<file path="src/rtl/fpu_pkg.sv">
// Shared FP classify definitions: class-mask bit positions, mask type and
// a well-formedness helper used by the classify writeback buffer.
package fpu_pkg;

  // Number of meaningful class bits at the bottom of the 32-bit mask
  localparam int CLS_W = 10;

  // Class bit positions within the mask
  localparam int CLS_NINF  = 0;
  localparam int CLS_NNORM = 1;
  localparam int CLS_NSUB  = 2;
  localparam int CLS_NZERO = 3;
  localparam int CLS_PZERO = 4;
  localparam int CLS_PSUB  = 5;
  localparam int CLS_PNORM = 6;
  localparam int CLS_PINF  = 7;
  localparam int CLS_SNAN  = 8;
  localparam int CLS_QNAN  = 9;

  typedef logic [CLS_W-1:0] cls_mask_t;

  // A valid classification sets exactly one class bit
  function automatic logic cls_onehot(input cls_mask_t m);
    logic [3:0] ones;
    ones = '0;
    for (int i = 0; i < CLS_W; i++) begin
      ones = ones + {3'b000, m[i]};
    end
    return (ones == 4'd1);
  endfunction

endpackage

</file>
<file path="src/rtl/fpu_sync_fifo.sv">
// Generic synchronous circular-buffer FIFO with flush. Outputs read the head
// entry directly so a pushed entry is visible the cycle after the push; the
// head reads as zero whenever the FIFO is empty.
module fpu_sync_fifo #(
  parameter int WIDTH = 15,
  parameter int DEPTH = 2
) (
  input  logic                     clk,
  input  logic                     rst,
  input  logic                     push,
  input  logic                     pop,
  input  logic                     flush,
  input  logic [WIDTH-1:0]         wr_data,
  output logic [WIDTH-1:0]         rd_data,
  output logic [$clog2(DEPTH):0]   count,
  output logic                     full,
  output logic                     empty
);

  localparam int PW = $clog2(DEPTH);
  localparam logic [PW:0] DEPTH_C = (PW+1)'(DEPTH);

  logic [WIDTH-1:0] mem [DEPTH];
  logic [PW-1:0]    wr_ptr_reg;
  logic [PW-1:0]    rd_ptr_reg;
  logic [PW:0]      count_reg;
  logic             do_push;
  logic             do_pop;

  assign full  = (count_reg == DEPTH_C);
  assign empty = (count_reg == '0);

  // Flush kills both sides; a full FIFO never accepts, an empty one never pops
  assign do_push = push && !full && !flush;
  assign do_pop  = pop && !empty && !flush;

  // Storage write; contents need no reset because the head is gated by empty
  always_ff @(posedge clk) begin
    if (do_push) begin
      mem[wr_ptr_reg] <= wr_data;
    end
  end

  // Pointer and occupancy bookkeeping; pointers wrap naturally (power-of-two depth)
  always_ff @(posedge clk) begin
    if (rst || flush) begin
      wr_ptr_reg <= '0;
      rd_ptr_reg <= '0;
      count_reg  <= '0;
    end else begin
      if (do_push) begin
        wr_ptr_reg <= wr_ptr_reg + 1'b1;
      end
      if (do_pop) begin
        rd_ptr_reg <= rd_ptr_reg + 1'b1;
      end
      case ({do_push, do_pop})
        2'b10:   count_reg <= count_reg + 1'b1;
        2'b01:   count_reg <= count_reg - 1'b1;
        default: count_reg <= count_reg;
      endcase
    end
  end

  assign rd_data = empty ? '0 : mem[rd_ptr_reg];
  assign count   = count_reg;

endmodule

</file>
<file path="src/rtl/fclass_wb.sv">
// Writeback buffer behind the FP classify stage: queues {tag, class[9:0]}
// for the integer writeback port, flags malformed masks (sticky) and keeps a
// saturating count of NaN classifications for debug.
module fclass_wb
  import fpu_pkg::*;
#(
  parameter int TAG_W = 5,
  parameter int DEPTH = 2,
  parameter int CNT_W = 16
) (
  input  logic                   clk,
  input  logic                   rst,
  input  logic                   in_valid,
  output logic                   in_ready,
  input  logic [31:0]            in_class,
  input  logic [TAG_W-1:0]       in_tag,
  input  logic                   flush,
  output logic                   out_valid,
  input  logic                   out_ready,
  output logic [31:0]            out_data,
  output logic [TAG_W-1:0]       out_tag,
  output logic [$clog2(DEPTH):0] count,
  output logic                   err_malformed,
  output logic [CNT_W-1:0]       nan_count
);

  localparam int EW = CLS_W + TAG_W;

  logic             fifo_full;
  logic             fifo_empty;
  logic [EW-1:0]    head;
  logic             push;
  logic             pop;
  cls_mask_t        cls;
  logic             malformed;
  logic             is_nan;
  logic             err_malformed_reg;
  logic [CNT_W-1:0] nan_count_reg;

  // Acceptance never depends on out_ready, so a full buffer cannot pass through
  assign in_ready  = !fifo_full && !flush;
  assign push      = in_valid && in_ready;
  assign out_valid = !fifo_empty;
  assign pop       = out_valid && out_ready;

  assign cls       = in_class[CLS_W-1:0];
  assign malformed = !cls_onehot(cls) || (|in_class[31:CLS_W]);
  assign is_nan    = cls[CLS_SNAN] || cls[CLS_QNAN];

  fpu_sync_fifo #(
    .WIDTH (EW),
    .DEPTH (DEPTH)
  ) u_fifo (
    .clk     (clk),
    .rst     (rst),
    .push    (push),
    .pop     (pop),
    .flush   (flush),
    .wr_data ({in_tag, cls}),
    .rd_data (head),
    .count   (count),
    .full    (fifo_full),
    .empty   (fifo_empty)
  );

  // Sticky malformed-mask flag; the entry itself is still queued
  always_ff @(posedge clk) begin
    if (rst) begin
      err_malformed_reg <= 1'b0;
    end else if (push && malformed) begin
      err_malformed_reg <= 1'b1;
    end
  end

  // Saturating NaN counter; survives flush, cleared only by reset
  always_ff @(posedge clk) begin
    if (rst) begin
      nan_count_reg <= '0;
    end else if (push && is_nan && (nan_count_reg != {CNT_W{1'b1}})) begin
      nan_count_reg <= nan_count_reg + 1'b1;
    end
  end

  // Head fields read as zero when empty because the FIFO gates its read data
  assign out_data      = {{(32-CLS_W){1'b0}}, head[CLS_W-1:0]};
  assign out_tag       = head[CLS_W +: TAG_W];
  assign err_malformed = err_malformed_reg;
  assign nan_count     = nan_count_reg;

endmodule
</file>
<file path="config.mk">
export PLATFORM = sky130hd
export DESIGN_NAME = fclass_wb
export DESIGN_NICKNAME = d
export VERILOG_FILES = /design/src/rtl/fpu_pkg.sv /design/src/rtl/fpu_sync_fifo.sv /design/src/rtl/fclass_wb.sv
export SDC_FILE = /design/constraint.sdc
export NUM_CORES = 1
export LEC_CHECK = 0
export ABC_AREA = 0
export CAP_MARGIN = 15
export CORE_AREA = 2 2 74 147
export CTS_BUF_LIST = sky130_fd_sc_hd__clkbuf_8 sky130_fd_sc_hd__clkbuf_16
export DETAILED_ROUTE_END_ITERATION = 10
export DIE_AREA = 0 0 76 149
export PLACE_DENSITY_LB_ADDON = 0.12
export SLEW_MARGIN = 15
export SYNTH_ARGS = -nofsm -noshare
export SYNTH_HDL_FRONTEND = slang
export SYNTH_HIERARCHICAL = 1
export SYNTH_SLANG_ARGS = --single-unit
</file>
<file path="constraint.sdc">
create_clock -name clk -period 9 [get_ports clk]
set_clock_uncertainty 0.15 [all_clocks]
set_input_delay 1.8 -clock clk [delete_from_list [all_inputs] [get_ports clk]]
set_output_delay 1.8 -clock clk [all_outputs]
set_load 0.005 [all_outputs]
</file>
==> results of run 1 <==
## layout by cell type, fill, tap and decap left out, types with 3 or more instances in the layout
cell type / n
a211oi_1: 5
fa_1: 6
buf_4: 4
a21oi_1: 6
mux2_2: 7
dfxtp_1: 22
clkbuf_16: 5
or4_1: 4
inv_1: 16
o21ai_0: 3
nor2b_1: 9
o31ai_1: 3
mux2i_1: 16
edfxtp_1: 30
nand3_1: 4
nor3_1: 4
nor2_1: 35
nand4_1: 5
ha_1: 4
clkdlybuf4s50_1: 77
nand2_1: 8
conb_1: 22
nor4_1: 5
and2_1: 3
## worst min path at each step
stage          cells past startpoint                 to               from
5_1_grt                            2      nan_count[15]      nan_count[15]
3_5_place_dp                       2  u_fifo/rd_ptr_reg  u_fifo/rd_ptr_reg
4_1_cts                            2  u_fifo/rd_ptr_reg  u_fifo/rd_ptr_reg
6_report                           2           register  u_fifo/rd_ptr_reg
3_3_place_gp                       2  u_fifo/rd_ptr_reg  u_fifo/rd_ptr_reg
2_1_floorplan                      2           register  u_fifo/rd_ptr_reg
## stage by stage
| step | std cells | power (mW) |
|---|---|---|
| 6_report | 473 | 0.510 |
| 5_1_grt | 473 | 0.534 |
| 4_1_cts | 473 | 0.518 |
| 3_5_place_dp | 465 | 0.329 |
| 3_3_place_gp | 465 | 0.326 |
| 2_1_floorplan | 277 | 0.301 |
## synthesized netlist by cell type (4+ instances only)
master,n,area share (%)
ha_1,4,1.8
a211oi_1,5,1.3
nor2b_1,9,2.0
buf_4,23,6.1
inv_1,15,2.0
or4_1,4,1.1
mux2_2,7,2.8
mux2i_1,16,5.7
fa_1,6,4.3
nand2_1,8,1.1
edfxtp_1,30,32
nor4_1,5,1.1
nand3_1,4,0.71
dfxtp_1,22,16
nand4_1,5,1.1
nor3_1,4,0.71
a21oi_1,6,1.1
nor2_1,35,4.7
## critical path: cells and delay by family
kind / cells / cell delay, ps
AOI/OAI and AO/OA: 2 / 380
adders and majority gates: 5 / 1930
buffers and inverters: 4 / 830
and+or+nand+nor: 2 / 220
## kinds of logic after synthesis
group,Yosys count
buffers and inverters,45
and+or+nand+nor,92
muxes,24
AOI/OAI and AO/OA,29
xor gates and xnor gates,3
other,1
adders and majority gates,10
DFF,52
## power groups by stage
stage	clock network, mW	logic, mW	registers (mW)
floorplan	0	0.0390	0.261
global placement	0	0.0639	0.262
detailed placement	0	0.0673	0.262
CTS	0.193	0.0683	0.256
global route	0.201	0.0757	0.257
finish	0.187	0.0668	0.256
## layer usage
layer / wire length [microns] / track usage [%]
met4: 85 / 4.09
met2: 3140 / 18.4
met1: 2680 / 14.1
met5: 0 / 0
met3: 350 / 2.66
## final cells by class
| class | instances | area [sq um] |
|---|---|---|
| Inverter | 15 | 56.3 |
| Tap cell | 137 | 171 |
| Fill cell | 1043 | 6490 |
| Multi-Input combinational cell | 180 | 1280 |
| Timing Repair Buffer | 81 | 801 |
| Sequential cell | 52 | 1340 |
| Clock buffer | 5 | 125 |
| Clock inverter | 3 | 20.0 |
==> results.md, run 1 <==
* Die area at 0.0113 sq mm
* Layout cells sized above 1 at 8.33%
* Final core occ at 36.9%
* Sw Share at 23.0%
* Mux cell area share after synthesis at 8.90%
* Mapped cell area at 0.00281 sq mm
* Worst-case clock buffer depth at 2
* Global-route wire length before repair at 10100 microns
* Worst slack at placement at 3560 ps
* Min setup slack post-route at 3860 ps
* Switching power total at 0.117 mW
* Xor/xnor share of the synthesized area at 0.934%
* Cells after synthesis at 256
* Die Span Y at 149 microns
* Worst setup path class: input pin to register
* Clk pin slew, worst setup/hold paths at 70 ps
* Flop pwr share at 50.3%
* Antenna violations before repair at 0
* Combinational power share at 13.1%
* Diode count at 0
* Synth Warn # at 6
* Fin Hold WS at 361 ps
* Initial Util at 27.4%
* WL per Instance at 13.2 microns
* DR vias/cell at 4.43
* Cell area after placement at 0.00365 sq mm
* Synthesis-stage register bit count at 52
* Final Hold Vio Count at 0
* Setup TNS Final at 0 ps
* Boundary Pins at 100
* Core area at 0.0103 sq mm
* TritonCTS Sinks at 52
* CP max FO at 6
* Grt total ovfl at 0
* Peak VDD IR at 0.000110 V
* Max FFs per register at 30
* Pin count of the biggest net entering global routing at 25
* Pint at 0.393 mW
* Leading register cell type out of synthesis: edfxtp_1
* Leakage power at 1.33 nW
* Worst r2r src: u_fifo/count[0]
* Final Cell Area at 0.00379 sq mm
* CTS tree: done
* Hold Crit Class: register to register
* Crit. End Element: register
* Std cell rows at 53
* Vias in the first global route at 2074
* Clock group share of total power at 36.6%
* Area grow syn2layout at 34.8%
* Final Max Tran Viols at 0
* R2R depth at 7
* Synth Area in Adders at 6.05%
* Max transition margin at 38.2%
* RSZ-0062 raised after global routing: false
* Synth cell types at 51
* Final setup viols at 0
* Worst path arrival time at 5160 ps
* Status: complete, no violations
* Routability congestion estimate at 0.722
* CTS HTree Levels at 2
* Synth Area in Simple Gates at 18.5%
* Critical Path Slowest Stage Cell: clkdlybuf4s50_1
* Iteration-0 DRC Markers at 70
* Critical path cell sequence: clkdlybuf4s50_1 -> fa_1 -> fa_1 -> inv_1 -> fa_1 -> inv_1 -> ha_1 -> inv_1 -> fa_1 -> a211oi_1 -> o2111ai_1 -> nor3_1 -> nor3_1
* Final period util at 57.1%
* PostCTS Resize Cnt at 0
* Mean Syn Cell Area at 11.0 sq um
* Worst endpoint required time at 9020 ps
* Worst-Skew Late Latency at 290 ps
* Max frequency at 0.195 GHz
* Drt total wl at 6250 microns
* Slowest stage delay, CP at 650 ps
* Slew @ Worst Pin at 925 ps
* Vias at 2094
* Reg2reg end: u_fifo/count[1]
* Ys async rst share at 0%
* DRC Markers at 0
* Antenna Nets Post-Route at 0
* Overall Global Routing Usage at 11.1%
* Hold-fix buffers, CTS at 0
* Largest family of logic cells by synthesized area: simple AND/OR/NAND/NOR gates
* Clk root buf: clkbuf_16
* Compound-Gate Fraction of Synth Area at 8.01%
* Post-CTS setup buffers at 0
* Minimum clock period at 5140 ps
* CP most frequent cell: fa_1
* Critical Path End: err_malformed
* Seq/Total Area, Yosys at 47.7%
* Post-DP HPWL at 4630 microns
* Post-synth EDFFs at 30
* Max-cap violations at 0
* Layout Nets at 387
* Num CTS Buffers at 5
* DRT Pass-1 Iters at 4
* PwrDens at 135 mW/mm^2
* Crit path from: in_class[9]
* Port bufs at 77
* Die span in x at 76 microns
* Reg2Reg Setup Slack at 6590 ps
* Crit start category: input pin
Note: power is estimated with default switching activity, not from simulation.
==> run 2: changes to the inputs <==
- clock period: 9 -> 4.1 ns (I/O delays scaled with it)
==> run 2 against run 1 <==
Compared with the run above:
- worst setup slack lost 3700 ps
- final cell count grew 1.5%
- via count grew 0.62%
==> results.md, run 2 (same netlist as run 1, synthesis figures left out) <==
* Status: complete, no violations (unchanged)
* Post-DP HPWL at 4840 microns (was 4630 microns)
* Die Span Y at 149 microns (unchanged)
* Crit path from: in_class[7] (was in_class[9])
* DR vias/cell at 4.39 (was 4.43)
* Num CTS Buffers at 5 (unchanged)
* Reg2Reg Setup Slack at 1720 ps (was 6590 ps)
* R2R depth at 7 (unchanged)
* Worst r2r src: u_fifo/count[0] (unchanged)
* Slew @ Worst Pin at 928 ps (was 925 ps)
* Vias in the first global route at 2098 (was 2074)
* Core area at 0.0103 sq mm (unchanged)
* Grt total ovfl at 0 (unchanged)
* Worst setup path class: input pin to register (unchanged)
* Area grow syn2layout at 37.5% (was 34.8%)
* Met2 Usage GRT at 19.4% (was 18.4%)
* Crit. End Element: register (unchanged)
* Final core occ at 37.6% (was 36.9%)
* Layout Nets at 394 (was 387)
* Placed instance count at 472 (was 465)
* Global-route met3 utilization at 3.27% (was 2.66%)
* RSZ-0062 raised after global routing: false (unchanged)
* Gr busiest metal: met2 (unchanged)
* Iteration-0 DRC Markers at 58 (was 70)
* CTS tree: done (unchanged)
* Max frequency at 0.255 GHz
* Worst slack at placement at -267 ps (was 3560 ps)
* Fin Hold WS at 351 ps (was 361 ps)
* Worst path arrival time at 3970 ps (was 5160 ps)
* Max-cap violations at 0 (unchanged)
* Minimum clock period at 3930 ps
* Clk root buf: clkbuf_16 (unchanged)
* Global-route wire length before repair at 10300 microns (was 10100 microns)
* Crit start category: input pin (unchanged)
* Max transition margin at 38.0% (was 38.2%)
* Setup TNS Final at 0 ps (unchanged)
* Pin count of the biggest net entering global routing at 18 (was 25)
* Initial Util at 27.4% (unchanged)
* Commonest non-fill, non-tap cell in the layout: clkdlybuf4s50_1 (unchanged)
* Critical Path Slowest Stage Cell: clkdlybuf4s50_1 (unchanged)
* Met1 Use GR at 13.5% (was 14.1%)
* TritonCTS Sinks at 52 (unchanged)
* Worst endpoint required time at 4140 ps (was 9020 ps)
* Leakage power at 1.41 nW (was 1.33 nW)
* Final setup viols at 0 (unchanged)
* Critical path depth in cells at 13 (unchanged)
* Routability congestion estimate at 0.710 (was 0.722)
* Pwr Total at 1.14 mW (was 0.510 mW)
* Peak VDD IR at 0.000151 V (was 0.000110 V)
* Port bufs at 77 (unchanged)
* Critical path cell sequence: clkdlybuf4s50_1 -> fa_1 -> fa_1 -> inv_1 -> fa_1 -> inv_1 -> ha_2 -> inv_1 -> fa_2 -> a211oi_2 -> o2111ai_1 -> nor3_1 -> nor3_1 (was clkdlybuf4s50_1 -> fa_1 -> fa_1 -> inv_1 -> fa_1 -> inv_1 -> ha_1 -> inv_1 -> fa_1 -> a211oi_1 -> o2111ai_1 -> nor3_1 -> nor3_1)
* Final Hold Vio Count at 0 (unchanged)
* Cells on Worst Hold Path at 2 (unchanged)
* Layout cells sized above 1 at 11.1% (was 8.33%)
* Hold Crit Class: register to register (unchanged)
* DRT Pass-1 Iters at 4 (unchanged)
* Std cell rows at 53 (unchanged)
* Die area at 0.0113 sq mm (unchanged)
* Worst-case clock buffer depth at 2 (unchanged)
* Antenna Nets Post-Route at 0 (unchanged)
* Diode count at 0 (unchanged)
* Critical Path End: err_malformed (unchanged)
* Commonest non-fill, non-tap cells in the layout: clkdlybuf4s50_1, nor2_1, edfxtp_1 (unchanged)
* CTS HTree Levels at 2 (unchanged)
* Min setup slack post-route at 172 ps (was 3860 ps)
* Reg2reg end: u_fifo/count[1] (unchanged)
* Drt total wl at 6470 microns (was 6250 microns)
* Final Cell Area at 0.00387 sq mm (was 0.00379 sq mm)
* Boundary Pins at 100 (unchanged)
* Max FFs per register at 30 (unchanged)
* Slowest stage delay, CP at 510 ps (was 650 ps)
* Final Non-Filler Cells at 480 (was 473)
* Clk pin slew, worst setup/hold paths at 70 ps (about the same)
* Vias at 2107 (was 2094)
* Overall Global Routing Usage at 11.4% (was 11.1%)
* Die span in x at 76 microns (unchanged)
* Final period util at 95.8%
* Final Max Tran Viols at 0 (unchanged)
* Crit path buffers/inverters at 4 (unchanged)
* CP max FO at 2 (was 6)
* Worst-Skew Late Latency at 290 ps (about the same)
* Antenna violations before repair at 0 (unchanged)
* DRC Markers at 0 (unchanged)
* Filler cell count in the final layout at 1006 (was 1043)
* Post-CTS setup buffers at 0 (unchanged)
* Cell family with most CP delay: adder cells (unchanged)
* WL per Instance at 13.5 microns (was 13.2 microns)
* Cell area after placement at 0.00370 sq mm (was 0.00365 sq mm)
* PwrDens at 296 mW/mm^2 (was 135 mW/mm^2)
==> run 2: cell count changes in the layout (fill, tap and decap cells not counted), sizes merged <==
cell	previous run	this run
buf	4	11
clkdlybuf4s50	77	72
dlymetal6s2s	0	5
==> run 2: layout make-up <==
class	count	area (sq um)	share of cell area (%)
Sequential cell	52	1340	34.7
Multi-Input combinational cell	180	1290	33.3
Timing Repair Buffer	88	866	22.4
Tap cell	137	171	4.43
Clock buffer	5	125	3.24
Inverter	15	56.3	1.46
Clock inverter	3	20.0	0.518
==> run 2: routing by layer <==
layer | part of all wire [%] | wire length, microns
met5 | 0 | 0
met4 | 1.5 | 99
met3 | 6.3 | 405
met1 | 43 | 2810
met2 | 49 | 3150
==> run 2: report_power, final <==
part           switching, mW  internal, mW  leakage [nW]  total (mW)
Sequential           0.00373         0.559         0.450       0.563
Combinational         0.0764        0.0897         0.885       0.166
Clock                  0.191         0.225        0.0712       0.416
==> run 2: what timing repair did <==
item | in CTS | in global routing
hold buffers | 0 | 0
setup endpoints to repair | 0 | 1
resized for setup | 0 | 8
==> run 2: how the worst min path moves through the flow <==
stage | slack [ps] | end | start
4_1_cts | 360 | register | u_fifo/rd_ptr_reg
5_1_grt | 380 | nan_count[15] | nan_count[15]
3_5_place_dp | 340 | register | u_fifo/rd_ptr_reg
3_3_place_gp | 340 | u_fifo/rd_ptr_reg | u_fifo/rd_ptr_reg
2_1_floorplan | 320 | register | u_fifo/rd_ptr_reg
6_report | 350 | register | u_fifo/rd_ptr_reg
==> run 2: worst min-delay path: cells and delay by family (launching register included) <==
kind	cells	cell delay, ps
xor+xnor	1	80
simple gates	1	70
flops	1	320
==> run 3: changes to the inputs <==
- CAP_MARGIN: 15 -> 20
- MAX_ROUTING_LAYER: default -> met4
==> run 3 against run 2 <==
Compared with the run above:
- via count increased by 0.52%
- largest power group unchanged
- count of clock-buffer cells in the layout unchanged
- final cell count unchanged
- routed wire length hardly changed
- final area is the same
- critical endpoint unchanged
- non-clock buffer count is the same
- critical path type unchanged
==> results.md, run 3 (same netlist as run 1, synthesis figures left out) <==
* Crit path buffers/inverters at 4 (unchanged)
* Core area at 0.0103 sq mm (unchanged)
* Post-CTS setup buffers at 0 (unchanged)
* Std cell rows at 53 (unchanged)
* Global-route met3 utilization at 2.72% (was 3.27%)
* Vias in the first global route at 2102 (was 2098)
* WL per Instance at 13.5 microns (about the same)
* PostCTS Resize Cnt at 0 (unchanged)
* Post-DP HPWL at 4840 microns (unchanged)
* Hold-fix buffers, CTS at 0 (unchanged)
* Worst-case clock buffer depth at 2 (unchanged)
* Worst setup path class: input pin to register (unchanged)
* Setup TNS Final at 0 ps (unchanged)
* DRC Markers at 0 (unchanged)
* Slowest stage delay, CP at 510 ps (about the same)
* Overall Global Routing Usage at 11.8% (was 11.4%)
* Initial Util at 27.4% (unchanged)
* Hold Crit Class: register to register (unchanged)
* Fin Hold WS at 350 ps (was 351 ps)
* Worst path arrival time at 3970 ps (about the same)
* Commonest non-fill, non-tap cells in the layout: clkdlybuf4s50_1, nor2_1, edfxtp_1 (unchanged)
* Met1 Use GR at 13.9% (was 13.5%)
* Final Hold Vio Count at 0 (unchanged)
* Clk pin slew, worst setup/hold paths at 70 ps (about the same)
* Reg2Reg Setup Slack at 1730 ps (was 1720 ps)
* Worst-Skew Late Latency at 290 ps (about the same)
* Final Max Tran Viols at 0 (unchanged)
* Vias at 2118 (was 2107)
* CP max FO at 2 (unchanged)
* TritonCTS Sinks at 52 (unchanged)
* Commonest non-fill, non-tap cell in the layout: clkdlybuf4s50_1 (unchanged)
* Final period util at 95.9% (was 95.8%)
* Status: complete, no violations (unchanged)
* Num CTS Buffers at 5 (unchanged)
* Global-route wire length before repair at 10300 microns (unchanged)
* Antenna violations before repair at 0 (unchanged)
* Die span in x at 76 microns (unchanged)
* Minimum clock period at 3930 ps (about the same)
* Critical path cell sequence: clkdlybuf4s50_1 -> fa_1 -> fa_1 -> inv_1 -> fa_1 -> inv_1 -> ha_2 -> inv_1 -> fa_2 -> a211oi_2 -> o2111ai_1 -> nor3_1 -> nor3_1 (unchanged)
* Antenna Nets Post-Route at 0 (unchanged)
* Max frequency at 0.254 GHz (was 0.255 GHz)
* Worst endpoint required time at 4140 ps (about the same)
* DR vias/cell at 4.41 (was 4.39)
* Peak VDD IR at 0.000151 V (about the same)
* Grt total ovfl at 0 (unchanged)
* Area grow syn2layout at 37.5% (unchanged)
* PwrDens at 297 mW/mm^2 (was 296 mW/mm^2)
* Final Cell Area at 0.00387 sq mm (unchanged)
* Cell area after placement at 0.00370 sq mm (unchanged)
* Routability congestion estimate at 0.718 (was 0.710)
* Drt total wl at 6470 microns (about the same)
* Die area at 0.0113 sq mm (unchanged)
* Diode count at 0 (unchanged)
* RSZ-0062 raised after global routing: false (unchanged)
* CTS HTree Levels at 2 (unchanged)
* DRT Pass-1 Iters at 4 (unchanged)
* Max FFs per register at 30 (unchanged)
* Gr busiest metal: met2 (unchanged)
* Leakage power at 1.41 nW (unchanged)
* Final core occ at 37.6% (unchanged)
* Filler cell count in the final layout at 1006 (unchanged)
* Pin count of the biggest net entering global routing at 18 (unchanged)
* Slew @ Worst Pin at 929 ps (was 928 ps)
* Crit start category: input pin (unchanged)
* CTS tree: done (unchanged)
* Max-cap violations at 0 (unchanged)
* Clk root buf: clkbuf_16 (unchanged)
* Cell family with most CP delay: adder cells (unchanged)
* Met2 Usage GRT at 19.4% (about the same)
* Iteration-0 DRC Markers at 59 (was 58)
* Port bufs at 77 (unchanged)
* Die Span Y at 149 microns (unchanged)
* Max transition margin at 38.0% (about the same)
* Crit. End Element: register (unchanged)
* Boundary Pins at 100 (unchanged)
* Final setup viols at 0 (unchanged)
* Critical Path Slowest Stage Cell: clkdlybuf4s50_1 (unchanged)
* Layout cells sized above 1 at 11.1% (unchanged)
* Layout Nets at 394 (unchanged)
==> run 3: cell counts in the layout (fill, tap and decap cells not counted) <==
No cell type changed its count.
==> run 3: final cells by class <==
cell class | count | area (sq um) | share of cell area [%]
Clock inverter | 3 | 20.0 | 0.518
Tap cell | 137 | 171 | 4.43
Clock buffer | 5 | 125 | 3.24
Timing Repair Buffer | 88 | 866 | 22.4
Multi-Input combinational cell | 180 | 1290 | 33.3
Inverter | 15 | 56.3 | 1.46
Sequential cell | 52 | 1340 | 34.7
==> run 3: per-stage QoR <==
step,setup slack [ps],power (mW),instances
floorplan,429,0.660,277
global placement,-169,0.723,472
detailed placement,-267,0.735,472
CTS,36.8,1.16,480
global route,3.73,1.20,480
finish,169,1.15,480
==> run 3: power by group <==
part,switching [mW],internal (mW)
Clock,0.192,0.225
Sequential,0.00371,0.559
Combinational,0.0765,0.0897
==> run 3: final timing paths <==
check,start,end,cells after the start
setup / recovery,in_class[7],err_malformed,13
hold / removal,u_fifo/rd_ptr_reg,register,2
setup reg to reg,u_fifo/count[0],u_fifo/count[1],7
hold reg to reg,u_fifo/rd_ptr_reg,register,2
==> run 3: routing by layer <==
layer	up-vias	share of wire, %
li1	1048	-
met1	992	44
met2	71	49
met3	7	5.3
met4	0	1.5
met5	-	0
==> run 3: tightest hold or removal path, stage by stage, from the launching register on <==
cell and delay, ps:
dfxtp_1 320, xor2_1 80, nor2_1 70
==> edit (config.mk and constraints of run 1) <==
Set the parameter `TAG_W` to 7 (it was 5).
--- a/src/rtl/fclass_wb.sv
+++ b/src/rtl/fclass_wb.sv
@@ -4,7 +4,7 @@
 module fclass_wb
   import fpu_pkg::*;
 #(
-  parameter int TAG_W = 5,
+  parameter int TAG_W = 7,
   parameter int DEPTH = 2,
   parameter int CNT_W = 16
 ) (
Interface: changed (resized in_tag and out_tag); port bits go from 100 to 104. The function was not compared with the original's and may differ.
==> edit against run 1 <==
Clock power increased by 4%. First-iteration DRC count increased by 86%. Total power up 5.5%. Global-route usage up 0.41 points. Sequential cell count rose by 4. Non-clock buffer count did not move. Sequential power increased by 8.2%. Hold slack worse by 0.0025 ns. Critical endpoint unchanged. Cell area rose by 3.0%. Routed wire length is 4.2% higher. Synthesized area is 3.6% higher. Largest cell class unchanged. Setup slack better by 0.082 ns.
==> edit: results (changes against run 1) <==
status finished, final reports clean (unchanged); Synth Area in XOR/XNOR 0.902% (was 0.934%); peak supply drop 90.6 uV (was 110 uV); reg-to-reg endpoint u_fifo/mem[0][4] (was u_fifo/count[1]); synth unique cells 50 (was 51); sequential share of cell area 37.4% (was 35.4%); Hold Slack 0.359 ns (was 0.361 ns); Crit path arrival time 5.05 ns (was 5.16 ns); post-synthesis sequential area ratio 50.2% (was 47.7%); Core Util, Final 38.0% (was 36.9%); Inst Count DP 472 (was 465); Post-Synth Adder-Cell Area 5.84% (was 6.05%); number of sequential cells 56 (was 52); max reg flops 34 (was 30); Layout non-clock buf frac 20.8% (was 21.1%); Port-buffer cells 81 (was 77); synth top area cells edfxtp_1 (35%), dfxtp_1 (15%), mux2i_1 (6.2%) (was edfxtp_1 (32%), dfxtp_1 (16%), buf_4 (6.1%)); multi-input gate count 183 (was 180); Placed Area 3760 um^2 (was 3650 um^2); Slew @ Worst Pin 1.05 ns (was 0.925 ns); Iter 0 DRT Violations 130 (was 70); worst reg-to-reg setup slack 6.20 ns (was 6.59 ns); Worst Setup EP err_malformed (unchanged); post-synthesis compound-gate area fraction 8.81% (was 8.01%); pre-CTS setup slack 3.63 ns (was 3.56 ns); DP Wirelength 4860 um (was 4630 um); Synth top cells by count edfxtp_1 (34), nor2_1 (31), buf_4 (23) (was nor2_1 (35), edfxtp_1 (30), buf_4 (23)); total power 538 uW (was 510 uW); first-pass GRT wire length 10,600 um (was 10,100 um); worst-path maximum fanout 5 (was 6); largest net degree at the start of global routing 21 (was 25); drt total wl 6510 um (was 6250 um); share of layout cells above drive strength 1 5.54% (was 8.33%); clk pwr 194 uW (was 187 uW); leakage 1.31 nW (was 1.33 nW); Seq. pwr 277 uW (was 256 uW); footprint of the multi-input gates 1260 um^2 (was 1280 um^2); cell count of the worst reg-to-reg path 5 (was 7); placer's final routability congestion estimate 0.738 (was 0.722); GRT Total Usage 11.5% (was 11.1%); nets 396 (was 387); Switching Share 22.7% (was 23.0%); Clock-cell share 3.78% (was 3.83%); Layout fillers 1,038 (was 1,043); post-synthesis mux area share 6.57% (was 8.90%)
## edit: cell types whose count changed in the layout (fill, tap and decap cells not counted), sizes merged, moves of 3 or more
cell / run 1 / this run
nor2b: 9 / 2
nand2: 8 / 4
edfxtp: 30 / 34
nand3: 5 / 9
or4: 4 / 8
mux2: 8 / 1
o31ai: 3 / 8
o21ai: 3 / 6
a211oi: 5 / 1
buf: 4 / 0
clkdlybuf4s50: 77 / 81
nor2: 35 / 32
a21oi: 7 / 15
## edit: routing by layer
metal / track usage (%) / routed length (um) / up-vias
met5: 0 / 0 / -
met4: 4.00 / 91 / 0
met3: 3.03 / 466 / 5
met2: 20.8 / 3440 / 76
met1: 13.1 / 2520 / 1050
li1: - / - / 1081
## edit: worst max-delay path, cell delays in order
cell and delay [ns]:
clkdlybuf4s50_1 0.57, fa_1 0.47, fa_1 0.50, inv_1 0.05, fa_1 0.43, inv_1 0.08, ha_1 0.16, inv_1 0.05
fa_1 0.38, a211oi_1 0.23, o2111ai_1 0.12, nor3_1 0.15, nor3_1 0.06
